==> src/rtl/copy_pkg.sv <==
// Shared definitions for the copy-engine arbiter: FSM encoding, default job
// timeout and the geometry of the 16x8 RAM write port.
package copy_pkg;

  typedef enum logic [1:0] {
    ST_IDLE    = 2'd0,
    ST_BUSY    = 2'd1,
    ST_RELEASE = 2'd2
  } copy_state_e;

  localparam int TIMEOUT_DEFAULT = 64;
  localparam int RAM_AW          = 4;
  localparam int RAM_DW          = 8;

endpackage

==> src/rtl/copy_rr_pick.sv <==
// Round-robin requester selection: one-hot pick of the first active request
// found after the last granted index, wrapping around.
module copy_rr_pick #(
  parameter int NREQ = 3,
  parameter int PW   = 2
) (
  input  logic [NREQ-1:0] req,
  input  logic [PW-1:0]   last,
  output logic [NREQ-1:0] pick
);

  logic          found;
  logic [PW-1:0] idx;

  // The last granted index is visited last, so it only wins when it is the
  // sole requester.
  always_comb begin
    pick  = '0;
    found = 1'b0;
    idx   = '0;
    for (int unsigned i = 1; i <= NREQ; i++) begin
      idx = PW'((32'(last) + i) % NREQ);
      if (!found && req[idx]) begin
        pick[idx] = 1'b1;
        found     = 1'b1;
      end
    end
  end

endmodule

==> src/rtl/copy_arbiter.sv <==
// Arbitrates NREQ requesters onto one shared copy engine, with a per-job
// timeout and gating of the engine's RAM writes to the owning job.
module copy_arbiter
  import copy_pkg::*;
#(
  parameter int NREQ    = 3,
  parameter int TIMEOUT = TIMEOUT_DEFAULT
) (
  input  logic              clk,
  input  logic              rst_n,
  input  logic [NREQ-1:0]   start_sig,
  output logic [NREQ-1:0]   done_sig,
  output logic [NREQ-1:0]   err_sig,
  output logic [NREQ-1:0]   grant,
  output logic              eng_start,
  input  logic              eng_done,
  input  logic              eng_write_en,
  input  logic [RAM_AW-1:0] eng_addr,
  input  logic [RAM_DW-1:0] eng_data,
  output logic              ram_we,
  output logic [RAM_AW-1:0] ram_addr,
  output logic [RAM_DW-1:0] ram_data
);

  localparam int PW = (NREQ > 1) ? $clog2(NREQ) : 1;
  localparam int TW = $clog2(TIMEOUT) + 1;

  copy_state_e     state;
  logic [PW-1:0]   last_ptr;
  logic [PW-1:0]   pick_ptr;
  logic [NREQ-1:0] pick;
  logic [TW-1:0]   timer;

  copy_rr_pick #(
    .NREQ (NREQ),
    .PW   (PW)
  ) u_pick (
    .req  (start_sig),
    .last (last_ptr),
    .pick (pick)
  );

  always_comb begin
    pick_ptr = '0;
    for (int unsigned i = 0; i < NREQ; i++) begin
      if (pick[i]) pick_ptr = PW'(i);
    end
  end

  always_ff @(posedge clk or negedge rst_n) begin
    if (!rst_n) begin
      state     <= ST_IDLE;
      grant     <= '0;
      eng_start <= 1'b0;
      done_sig  <= '0;
      err_sig   <= '0;
      timer     <= '0;
      last_ptr  <= PW'(NREQ - 1);
    end else begin
      case (state)
        ST_IDLE: begin
          if (|start_sig) begin
            grant     <= pick;
            last_ptr  <= pick_ptr;
            eng_start <= 1'b1;
            timer     <= '0;
            state     <= ST_BUSY;
          end
        end
        ST_BUSY: begin
          // eng_done takes priority so a completion on the last allowed
          // cycle is never reported as a timeout.
          if (eng_done) begin
            eng_start <= 1'b0;
            done_sig  <= grant;
            state     <= ST_RELEASE;
          end else if (timer == TW'(TIMEOUT - 1)) begin
            eng_start <= 1'b0;
            done_sig  <= grant;
            err_sig   <= grant;
            state     <= ST_RELEASE;
          end else begin
            timer <= timer + 1'b1;
          end
        end
        ST_RELEASE: begin
          grant    <= '0;
          done_sig <= '0;
          err_sig  <= '0;
          state    <= ST_IDLE;
        end
        default: state <= ST_IDLE;
      endcase
    end
  end

  assign ram_we   = eng_write_en & (state == ST_BUSY);
  assign ram_addr = eng_addr;
  assign ram_data = eng_data;

endmodule

==> config.mk <==
export PLATFORM = sky130hd
export DESIGN_NAME = copy_arbiter
export DESIGN_NICKNAME = d
export VERILOG_FILES = /design/src/rtl/copy_pkg.sv /design/src/rtl/copy_rr_pick.sv /design/src/rtl/copy_arbiter.sv
export SDC_FILE = /design/constraint.sdc
export NUM_CORES = 1
export LEC_CHECK = 0
export BUFFER_PORTS_ARGS = -buffer_cell sky130_fd_sc_hd__clkbuf_2
export CAP_MARGIN = 20
export CORE_ASPECT_RATIO = 1.5
export CORE_MARGIN = 4
export CORE_UTILIZATION = 39
export CTS_BUF_LIST = sky130_fd_sc_hd__clkbuf_4
export CTS_CLUSTER_SIZE = 28
export DETAILED_ROUTE_END_ITERATION = 10
export REMOVE_ABC_BUFFERS = 1
export SLEW_MARGIN = 20
export SYNTH_ARGS = -nofsm -noshare
export SYNTH_HDL_FRONTEND = slang
export SYNTH_SLANG_ARGS = --single-unit
==> constraint.sdc <==
create_clock -name clk -period 2.64 [get_ports clk]
set_input_delay 0.528 -clock clk [delete_from_list [all_inputs] [get_ports clk]]
set_output_delay 0.528 -clock clk [all_outputs]
set_load 0.01 [all_outputs]
==> results.cfg <==
[finish]
diodes = 0
mostFrequentLayoutCells = dfrtp_1 (20), clkbuf_2 (17), nand2_1 (12), nor2b_1 (9), ha_1 (8)
final_area_sq_mm = 0.00146
area_growth_pct = 4.95
drive_above_1_share_pct = 18.5
final_common_cell = dfrtp_1
fin_nets = 179

[sta]
max_freq_ghz = 0.497
setup_tns_ps = 0
final_max_slew_viol_count = 0
fin_ws_ps = 626
hold_viol_final = 0
period_share_pct = 76.3
layout_min_cycle_time_ps = 2010
relSlewSlack_pct = 63.8
finClkSkew_ps = 1.24
max_slew.worst_pin.slew_ps = 535
setup_viol = 0
rsz0062_at_grt = false
timing.hold.ws_ps = 174

[route]
vias_per_cell = 5.70
drt_pass1_iterations = 4
wirelength_um = 3150
vias = 1101
wl_per_cell_um = 16.3
drc_errors = 0
drt_iter0_markers = 27
postRouteAntennaNets = 0

[floorplan]
rows = 26
fp.dieW_um = 56.7
core_area_sq_mm = 0.00342
dieHeight_um = 81.1
die-area_sq_mm = 0.00460
start_util_pct = 40.7
io_pins = 42

[critical_path]
start_kind = flip-flop
cp.required_ps = 2830
crit_fanout = 11
arrival_ps = 2200
crit_type = flip-flop to flip-flop
crit_path_end_kind = flip-flop

[clocking]
post_cts_buffers = 0
cts.repair.resized = 0
clk_latency_ps = 310
cts_root_buf = clkbuf_4
cts.sink_count = 21
cts_tree = yes
clkTransAtPathRegs_ps = 120
cts_hold_buf = 0
ctsHtreeMaxLevel = 1
numCtsBuffers = 3
cts_buffer_depth = 2

[logic_synthesis]
synth_seq_cells = 21
synth-async-reset-ratio_pct = 100
netlist_top_cells_area = dfrtp_1 (36%), ha_1 (7.2%), buf_4 (6.5%)
seq_area_frac_synth_pct = 37.9
ys_types = 42
avgSynthCellArea_sq_um = 9.59
synth_top_area_share_pct = 36.0
ys.warnings.count = 0
yosysTopAreaCell = dfrtp_1
ys.flop_type = dfrtp_1
synth-edff-count = 0
synth_area_sq_mm = 0.00139
syn_inst = 145

[placed_design]
placed_area_sq_mm = 0.00143
place_ws_ps = 626
gp_congestion = 0.796
io_buffer_count = 17
dp_hpwl_um = 2430

[flow_run]
drv_cap = 0

[global_routing]
grt.total_usage_pct = 14.6
grt_max_degree = 22
grt_overflow = 0
antenna_found_initial = 0
grt_pass1_wl_um = 5320
first_global_vias = 1177

[min_path]
hold_class = input port to async pin

[pwr]
finalPower_uw = 1390
power.leakage_uw = 0.000667
ir_drop_mv = 0.510
power.density_mw_per_mm2 = 952

[status]
status = complete, no violations
final timing paths:
path,startpoint,endpoint,slack (ps),depth (start not counted)
min in group clk,err_sig[0],err_sig[0],500,1
hold / removal,rst_n,done_sig[1],170,1
max in group asynchronous,rst_n,last_ptr[1],2100,1
setup / recovery,state[1],timer[5],630,6
setup reg to reg,state[1],timer[5],630,6
hold reg to reg,err_sig[0],err_sig[0],500,1
where the power goes:
part,internal [uW],switching (uW),total (uW),leakage (uW)
Clock,69.2,101,171,0.0000184
Combinational,303,423,727,0.000372
Sequential,415,77.4,492,0.000277
stage by stage:
step / util (%) / std cells
2_1_floorplan: - / 129
3_3_place_gp: 41.8 / 189
3_5_place_dp: 41.8 / 189
4_1_cts: 42.7 / 193
5_1_grt: 42.7 / 193
6_report: 42.7 / 193
flip-flops by register name (all words and copies together) (netlist names):
signal,count
eng_start,1
grant,3
done_sig,3
state,2
err_sig,3
timer,7
last_ptr,2
cell type report:
| type | count | area, sq um |
|---|---|---|
| well taps | 42 | 52.6 |
| repair buffers | 18 | 92.6 |
| clock buffers | 4 | 30.0 |
| multi-input cells | 101 | 731 |
| flip-flops and latches | 21 | 527 |
| inverters | 7 | 26.3 |
| fillers | 360 | 1960 |
Yosys cell counts, drive strengths merged (2+ instances only):
master and count:
a32oi 3, nor2 5, a31oi 3, o41ai 2, o211ai 3, inv 7
nor2b 9, nand3 6, and2 4, o21ai 12, a21o 2, o21a 2
buf 13, mux2 5, nand2b 2, clkbuf 3, nand2 12, o31ai 5
mux2i 2, ha 8, dfrtp 20, o22ai 2
cell families (layout without fill, tap and decap cells):
kind of cell    count (synthesis)  count (layout)  share of synthesized area [%]
mux                             7               7                           5.49
compound gates                 42              42                           23.0
fa+ha+maj                       8               8                           7.20
buf+inv                        23              29                           9.54
simple gates                   43              43                           16.3
xor+xnor                        1               1                          0.630
flops                          21              21                           37.9
critical path, stage by stage (launching register included):
cell and delay [ps]:
dfrtp_1 410, inv_1 90, ha_1 330, nor2b_1 400, o211ai_2 240, o311ai_1 300, o41ai_1 120
per-layer routing:
metal	routed length, um	up-vias	track usage [%]
li1	-	526	-
met1	1270	536	15.2
met2	1670	33	26.9
met3	152	6	3.97
met4	55	0	6.26
met5	0	-	3.57
No activity file was read; power rests on OpenSTA's default activity.
